**config.mk**
```make
export PLATFORM = sky130hd
export DESIGN_NAME = subleq_mem_flat
export DESIGN_NICKNAME = d
export VERILOG_FILES = /design/src/rtl/subleq_mem_if.sv /design/src/rtl/subleq_mem.sv /design/src/flat_wrapper.sv
export SDC_FILE = /design/constraint.sdc
export NUM_CORES = 2
export LEC_CHECK = 0
export CAP_MARGIN = 25
export CORE_ASPECT_RATIO = 0.8
export CORE_MARGIN = 4
export CORE_UTILIZATION = 33
export CTS_BUF_LIST = sky130_fd_sc_hd__clkbuf_8
export CTS_CLUSTER_SIZE = 14
export DETAILED_ROUTE_END_ITERATION = 8
export HOLD_SLACK_MARGIN = 0.05
export PLACE_DENSITY = 0.54
export SYNTH_ARGS = -nofsm -noshare
export SYNTH_HDL_FRONTEND = slang
export SYNTH_SLANG_ARGS = --single-unit
```
**constraint.sdc**
```tcl
create_clock -name i_clk -period 10.3 [get_ports i_clk]
set_clock_uncertainty 0.1 [all_clocks]
set_input_delay 2.06 -clock i_clk [delete_from_list [all_inputs] [get_ports i_clk]]
set_output_delay 2.06 -clock i_clk [all_outputs]
set_load 0.03 [all_outputs]
```
**src/rtl/subleq_mem_if.sv**
```systemverilog
// Bus bundle between a SUBLEQ CPU/program loader and the shared 256x8 memory.
// The slave modport is the memory side; the master modport drives it.
interface subleq_mem_if;
  logic [7:0] i_raddr;
  logic [7:0] o_rdata;
  logic [7:0] i_waddr;
  logic [7:0] i_wdata;
  logic       i_we;
  logic       i_ld_start;
  logic       i_run;
  logic       i_ld_valid;
  logic [7:0] i_ld_data;
  logic       i_ld_last;
  logic       o_ld_ready;
  logic [8:0] o_ld_count;
  logic       o_cpu_rstn;

  modport slave (
    input  i_raddr, i_waddr, i_wdata, i_we, i_ld_start, i_run,
           i_ld_valid, i_ld_data, i_ld_last,
    output o_rdata, o_ld_ready, o_ld_count, o_cpu_rstn
  );

  modport master (
    output i_raddr, i_waddr, i_wdata, i_we, i_ld_start, i_run,
           i_ld_valid, i_ld_data, i_ld_last,
    input  o_rdata, o_ld_ready, o_ld_count, o_cpu_rstn
  );
endinterface

```
**src/rtl/subleq_mem.sv**
```systemverilog
// 256x8 program/data memory for a SUBLEQ core with a streaming program loader
// and a HALT/LOAD/RUN sequencer that holds the CPU in reset outside RUN.
//
// state | meaning
// HALT  | idle after reset; CPU held in reset, memory readable
// LOAD  | loader streams bytes into mem[ptr]; CPU held in reset
// RUN   | CPU released; CPU write port enabled
module subleq_mem (
  input  logic          i_clk,
  input  logic          i_rst,
  subleq_mem_if.slave   bus
);

  // One-hot so each status output is a plain flop bit.
  typedef enum logic [2:0] {
    ST_HALT = 3'b001,
    ST_LOAD = 3'b010,
    ST_RUN  = 3'b100
  } state_e;

  state_e     state_q, state_d;
  logic [7:0] ptr_q, ptr_d;
  logic [8:0] cnt_q, cnt_d;
  logic [7:0] rdata_q;
  logic [7:0] mem_q [256];

  logic       ld_xfer;
  logic       cpu_wr;
  logic       mem_we;
  logic [7:0] mem_waddr;
  logic [7:0] mem_wdata;

  assign ld_xfer = (state_q == ST_LOAD) && bus.i_ld_valid;
  assign cpu_wr  = (state_q == ST_RUN) && bus.i_we;

  always_ff @(posedge i_clk) begin
    if (i_rst) begin
      state_q <= ST_HALT;
      ptr_q   <= 8'h00;
      cnt_q   <= 9'd0;
    end else begin
      state_q <= state_d;
      ptr_q   <= ptr_d;
      cnt_q   <= cnt_d;
    end
  end

  always_comb begin
    state_d = state_q;
    ptr_d   = ptr_q;
    cnt_d   = cnt_q;
    case (state_q)
      ST_HALT: begin
        if (bus.i_ld_start) begin
          state_d = ST_LOAD;
          ptr_d   = 8'h00;
          cnt_d   = 9'd0;
        end else if (bus.i_run) begin
          state_d = ST_RUN;
        end
      end
      ST_LOAD: begin
        if (ld_xfer) begin
          ptr_d = ptr_q + 8'd1;
          cnt_d = cnt_q + 9'd1;
          // A full 256-byte image ends the load even without a last marker.
          if (bus.i_ld_last || (ptr_q == 8'hFF)) state_d = ST_RUN;
        end
      end
      ST_RUN: begin
        if (bus.i_ld_start) begin
          state_d = ST_LOAD;
          ptr_d   = 8'h00;
          cnt_d   = 9'd0;
        end
      end
      default: state_d = ST_HALT;
    endcase
  end

  always_comb begin
    bus.o_ld_ready = state_q[1];
    bus.o_cpu_rstn = state_q[2];
    bus.o_ld_count = cnt_q;
    bus.o_rdata    = rdata_q;
  end

  // Loader and CPU writes are mutually exclusive by state, so one port suffices.
  assign mem_we    = !i_rst && (ld_xfer || cpu_wr);
  assign mem_waddr = ld_xfer ? ptr_q : bus.i_waddr;
  assign mem_wdata = ld_xfer ? bus.i_ld_data : bus.i_wdata;

  always_ff @(posedge i_clk) begin
    if (mem_we) mem_q[mem_waddr] <= mem_wdata;
  end

  always_ff @(posedge i_clk) begin
    if (i_rst) rdata_q <= 8'h00;
    else       rdata_q <= mem_q[bus.i_raddr];
  end

endmodule

```
**src/flat_wrapper.sv**
```systemverilog
// flat-port wrapper written by rule: the top's interface ports become plain ports
module subleq_mem_flat 
  (i_clk, i_rst, bus_i_raddr, bus_i_waddr, bus_i_wdata, bus_i_we, bus_i_ld_start, bus_i_run, bus_i_ld_valid, bus_i_ld_data, bus_i_ld_last, bus_o_rdata, bus_o_ld_ready, bus_o_ld_count, bus_o_cpu_rstn);
  subleq_mem_if bus_i ();
  input  logic i_clk;
  input  logic i_rst;
  input wire logic [$bits(bus_i.i_raddr)-1:0] bus_i_raddr;
  input wire logic [$bits(bus_i.i_waddr)-1:0] bus_i_waddr;
  input wire logic [$bits(bus_i.i_wdata)-1:0] bus_i_wdata;
  input wire logic [$bits(bus_i.i_we)-1:0] bus_i_we;
  input wire logic [$bits(bus_i.i_ld_start)-1:0] bus_i_ld_start;
  input wire logic [$bits(bus_i.i_run)-1:0] bus_i_run;
  input wire logic [$bits(bus_i.i_ld_valid)-1:0] bus_i_ld_valid;
  input wire logic [$bits(bus_i.i_ld_data)-1:0] bus_i_ld_data;
  input wire logic [$bits(bus_i.i_ld_last)-1:0] bus_i_ld_last;
  output wire logic [$bits(bus_i.o_rdata)-1:0] bus_o_rdata;
  output wire logic [$bits(bus_i.o_ld_ready)-1:0] bus_o_ld_ready;
  output wire logic [$bits(bus_i.o_ld_count)-1:0] bus_o_ld_count;
  output wire logic [$bits(bus_i.o_cpu_rstn)-1:0] bus_o_cpu_rstn;
  assign bus_i.i_raddr = bus_i_raddr;
  assign bus_i.i_waddr = bus_i_waddr;
  assign bus_i.i_wdata = bus_i_wdata;
  assign bus_i.i_we = bus_i_we;
  assign bus_i.i_ld_start = bus_i_ld_start;
  assign bus_i.i_run = bus_i_run;
  assign bus_i.i_ld_valid = bus_i_ld_valid;
  assign bus_i.i_ld_data = bus_i_ld_data;
  assign bus_i.i_ld_last = bus_i_ld_last;
  assign bus_o_rdata = bus_i.o_rdata;
  assign bus_o_ld_ready = bus_i.o_ld_ready;
  assign bus_o_ld_count = bus_i.o_ld_count;
  assign bus_o_cpu_rstn = bus_i.o_cpu_rstn;
  subleq_mem u_core (.i_clk(i_clk), .i_rst(i_rst), .bus(bus_i));
endmodule
```
# After elaboration in Yosys (flattened, before gate mapping)
# Memory sizes are Yosys's and may differ from the RTL's. A register that Yosys moved wholly into a read port is not among the register bits.
# Cells that the tools add are included.
[classes]
add_sub_neg = 2
eq_ne = 9
muxes = 16
reduce_logical = 10
[op_table]
columns = ["op", "n"]
rows = [
  ["8-bit two-way mux", 4],
  ["9-bit two-way mux", 2],
  ["9-bit case mux with 2 select lines", 1],
  ["8-bit case mux with 2 select lines", 1],
  ["3-bit two-way mux", 5],
  ["9-bit by 1-bit adder with 9-bit output, second input constant", 1],
  ["3-bit case mux with 3 select lines", 1],
  ["8-bit by 1-bit adder with 8-bit output, second input constant", 1],
  ["8-bit equality test, second input constant", 1],
  ["2-bit by 1-bit inequality test with 1-bit output, second input constant", 2],
  ["2-bit inequality test, second input constant", 2],
  ["4-bit AND reduction", 1],
  ["3-bit by 1-bit equality test with 1-bit output, second input constant", 1],
  ["3-bit by 2-bit equality test with 1-bit output, second input constant", 1],
  ["3-bit equality test, second input constant", 1],
  ["1-bit logical AND", 3],
  ["3-bit inequality test, second input constant", 1],
  ["3-bit AND reduction", 1],
  ["1-bit logical OR", 2],
  ["1-bit two-way mux", 2],
  ["2-bit nonzero test", 1],
  ["2-bit OR reduction", 1],
  ["1-bit zero test", 1],
]
[word_totals]
reg_bits = 20
ram_bits = 2048
out_inout_bits = 19
wordCells = 41
n_memories = 1
[mem_list]
columns = ["name", "depth", "word_bits", "read_ports", "rd_clocked_by_memory_dff", "wr", "line", "text"]
rows = [
  ["u_core.mem_q", 256, 8, 1, 1, 1, "subleq_mem.sv:25", "logic [7:0] mem_q [256];"],
]

# Depth between registers and ports, before layout
[depth]
ltp_word = 6
ltp_mapped = 12

# Worst setup path before layout
# Ideal clock, no wire load.
[synth_path]
path_type = "input port to flip-flop"
startpoint = "in bus_i_ld_valid"
endpoint = "mem u_core.mem_q[0][0], data pin"
setup_time_ps = 823
arrival_time_ps = 6185
path_slack_ps = 3192
stages = 7
n_path_buf = 3
cell_sequence = "nand2_1 -> or3_1 -> clkbuf_1 -> clkbuf_1 -> clkbuf_1 -> nand2_1 -> nand2_1"
[synth_between]
elab_chain_len = 2
[synth_rtl]
columns = ["element", "line", "text"]
rows = [
  ["start, declared", "flat_wrapper.sv:13", "input wire logic [$bits(bus_i.i_ld_valid)-1:0] bus_i_ld_valid;"],
  ["1-bit logical AND", "subleq_mem.sv:33", "assign ld_xfer = (state_q == ST_LOAD) && bus.i_ld_valid;"],
  ["8-bit two-way mux", "subleq_mem.sv:91", "assign mem_wdata = ld_xfer ? bus.i_ld_data : bus.i_wdata;"],
  ["via u_core.mem_wdata[0]", "subleq_mem.sv:31", "logic [7:0] mem_wdata;"],
  ["end, declared", "subleq_mem.sv:25", ""],
]
# The timed path passes the listed nets, and every way through them passes these cells.

# Worst setup path in the final report
[layout_path]
startpoint = "in bus_i_ld_valid"
endpoint = "mem u_core.mem_q[207][0] (enable)"
[layout_between]
elab_chain_len = 5
[layout_rtl]
columns = ["element", "line", "text"]
rows = [
  ["1-bit logical AND *", "subleq_mem.sv:33", ""],
  ["1-bit logical OR", "subleq_mem.sv:89", "assign mem_we = !i_rst && (ld_xfer || cpu_wr);"],
  ["1-bit logical AND", "subleq_mem.sv:89", ""],
  ["1-bit two-way mux", "subleq_mem.sv:94", "if (mem_we) mem_q[mem_waddr] <= mem_wdata;"],
  ["1-bit two-way mux (implied by the code)", "subleq_mem.sv:94", ""],
]
# Mark *: on every way between the ends. The rest lies on a longest branch, timed or not.

==> metrics.md <==
| Metric | Value |
|---|---|
| Post-Syn Area | `about 80000 sq um` |
| Min Tclk post-route | `5.65 ns` |
| Syn-to-layout area delta | `12.8%` |
| Overall power | `roughly 17 mW` |
| Gate Count Post-Synth | `roughly 4000` |
| Worst-path maximum fanout | `28` |
| First-pass GRT wire length | `between 300 and 400 mm` |
| Area of the core | `about 240000 sq um` |
| Post-synth EDFFs | `2048` |
| Final ANT Viol Nets | `0` |
| Pre-antenna DRT Iters | `8` |
| Seq cells post-synth | `~2100` |
| Worst reg-to-reg path cell count | `6` |
| Cts repair resizes | `0` |
| Post-CTS setup buffers | `0` |
| Ranking of synthesized cells by area | `edfxtp_1 (76%), mux4_2 (12%), mux2i_1 (3.1%), nor2_1 (1.6%), o221ai_1 (0.95%)` |
| F_max | `approximately 180 MHz` |
| CTS tree | `yes` |
| Net Count, Synth | `roughly 4100` |
| H-tree Lvls | `5` |
| VDD IR max | `slightly above 100 uV` |
| Vias in the first global route | `41828` |
| Critical path arrival | `roughly 6 ns` |
| Post-Layout Cell Count | `about 7800` |
| Most frequent cell after synthesis | `edfxtp_1` |
| Worst rel slew slack | `about a fifth` |
| Vias | `42352` |
| Outcome | `complete, no violations` |
| Share of cells above drive strength 1 | `21.5%` |
| Yosys top cell by area | `edfxtp_1` |
| I/O pins | `just under 60` |
| Cell breakdown of the critical path | `clkdlybuf4s50_1 -> nand2_1 -> or3_1 -> or3_1 -> o31ai_1 -> nand3_1 -> nor2_1` |
| CP startpoint kind | `primary input` |
| DRC viols | `0` |
| Die span in x | `around 560 microns` |
| CTS Buf Count | `between 300 and 400` |
| Reg-to-reg slack, setup | `5.72 ns` |
| DR iter-0 viols | `around 5500` |
| All-Layer GR Usage | `17.7%` |
| PortBufs | `between 50 and 60` |
| Largest net degree at the start of global routing | `between 100 and 150` |
| # clock sinks | `~2100` |
| Reg2reg end | `u_core.mem_q[207][0]$_DFFE_PP_` |
| Longest Clk Path Bufs | `4` |
| P_leak | `28.6 nW` |
| Hold depth | `2` |
| Post-DP HPWL | `140 mm` |
| Reg2reg start | `u_core.state_q[1]$_SDFFE_PP0P_` |
| DR WL/cell | `between 20 and 30 microns` |
| Via density | `between 5 and 6` |
| Sequential area share after synthesis | `about three quarters` |
| Yosys top cell area share | `around three quarters` |
| Routability cong. | `roughly 0.83` |
| Synth warn | `0` |
| Initial cell density of the core | `between 30% and 40%` |
| Syn Area/Cell | `20.2 sq um` |
| Setup-failing EPs final | `0` |
| Final nets | `around 4300` |
| Post-Place Cells | `a little over 7000` |
| Final period util | `54.9%` |
| Slew Limit Fails | `0` |
| Worst EP required | `~11 ns` |
| Yosys cell types | `between 60 and 70` |
| Unrepaired setup endpoints after global routing | `false` |
| Die Area | `255000 sq um` |
| Most frequent CP cell | `or3_1` |
| Final hold vios | `0` |
| Clock tree root buffer cell | `clkbuf_8` |
| Antenna violations before repair | `15` |
| Kind of critical path | `in -> reg` |
| MaxCap Viol Count | `0` |
| Delay of the slowest critical-path stage | `about 0.97 ns` |
| Clk_lat worst skew | `a little over 0.9 ns` |
| Asr flop ratio synth | `0%` |
| Top cells by count, synth | `edfxtp_1 (2048), mux4_2 (419), nor2_1 (343), mux2i_1 (254), nand2_1 (118)` |
| Critical path's slowest cell | `nand3_1` |
| Hold_sp | `u_core.bus.o_ld_count[7]$_SDFFE_PP0P_` |
| Cts hold-fix bufs | `0` |
| PwrDens | `around 180 nW/um^2` |
| Post-synth top flop | `edfxtp_1` |
| Drt total wl | `approximately 230 mm` |
| Grt ovf | `0` |
| Setup TNS | `0 ns` |
| Hold Crit Class | `reg -> reg` |
| Worst Hold End | `u_core.bus.o_ld_count[7]$_SDFFE_PP0P_` |
| Crit end category | `flop` |
| Least-Margin Pin Slew | `~1.2 ns` |
| Reg clk slew, reported paths | `roughly 0.060 ns` |
| Chip height | `~450 microns` |
| # rows | `162` |
## metrics by stage
step	setup WS, ns	hold slack [ns]	util (%)	cell area (sq um)
after floorplan	3.19	0.428	-	81400
after global placement	3.75	0.383	35.0	85600
after detailed placement	3.68	0.404	35.1	85700
after CTS	4.65	0.414	37.5	91700
after global routing	4.46	0.466	37.6	91800
final	4.65	0.411	37.6	91800
## layout make-up
class / instances / area [sq um]
Fill cell: 22317 / 153000
Sequential cell: 2076 / 62100
Multi-Input combinational cell: 1714 / 17900
Clock buffer: 341 / 4690
Tap cell: 3280 / 4100
Timing Repair Buffer: 165 / 1690
Clock inverter: 237 / 1300
Inverter: 6 / 30.0
Antenna cell: 5 / 12.5
## how the worst max path moves through the flow
stage | start | endpoint | slack, ns | depth (start not counted)
detailed placement | bus_i_ld_valid | u_core.mem_q[203][1]$_DFFE_PP_ | 3.68 | 7
global placement | bus_i_ld_valid | u_core.mem_q[201][3]$_DFFE_PP_ | 3.75 | 7
floorplan | bus_i_ld_valid | u_core.mem_q[0][0]$_DFFE_PP_ | 3.19 | 7
CTS | bus_i_ld_valid | u_core.mem_q[203][0]$_DFFE_PP_ | 4.65 | 7
global route | bus_i_ld_valid | u_core.mem_q[203][0]$_DFFE_PP_ | 4.46 | 7
finish | bus_i_ld_valid | u_core.mem_q[207][0]$_DFFE_PP_ | 4.65 | 7
## critical path: cells and delay by family
family,cells,cell delay (ns)
AOI/OAI and AO/OA,1,0.24
buffers and inverters,1,0.49
and+or+nand+nor,5,3.27
## layer usage
metal  up-vias  track usage (%)  wire length (microns)
met5         -                0                     27
met4         4             4.61                   4920
met3       330             4.54                  21700
met2      2090             25.2                  99900
met1     22629             26.9                 104000
li1      17299                -                      -
## report_power, final
part	total, mW	internal [mW]	switching, mW	leakage (nW)
Combinational	0.952	0.295	0.658	6.52
Sequential	9.34	9.33	0.0127	18.6
Clock	6.62	3.35	3.26	3.41
Total	16.9	13.0	3.94	28.6
## flip-flops by register name, indices dropped and copies added (netlist names)
| signal | cells |
|---|---|
| u_core.bus.o_ld_count | 9 |
| u_core.ptr_q | 8 |
| u_core.mem_q | 2048 |
| u_core.state_q | 3 |
| u_core.bus.o_rdata | 8 |
## cell usage in the layout (no fill, tap or decap), types with 79 or more instances in the layout
master	n
o221ai_1	88
edfxtp_1	2048
inv_1	93
clkinv_1	85
mux2i_1	254
nor2_1	342
clkbuf_8	341
buf_4	79
mux4_2	419
nand2_1	109
## cell families after synthesis
| group | count (synthesis) | share of synthesized area, % |
|---|---|---|
| AO/OA/AOI/OAI | 392 | 3.41 |
| XOR/XNOR | 12 | 0.129 |
| flip-flops | 2076 | 76.2 |
| adder cells (fa/ha/maj) | 2 | 0.0307 |
| AND/OR/NAND/NOR | 628 | 3.38 |
| buffers and inverters | 244 | 1.93 |
| multiplexers | 680 | 14.9 |
No activity file was read; power rests on OpenSTA's default activity.
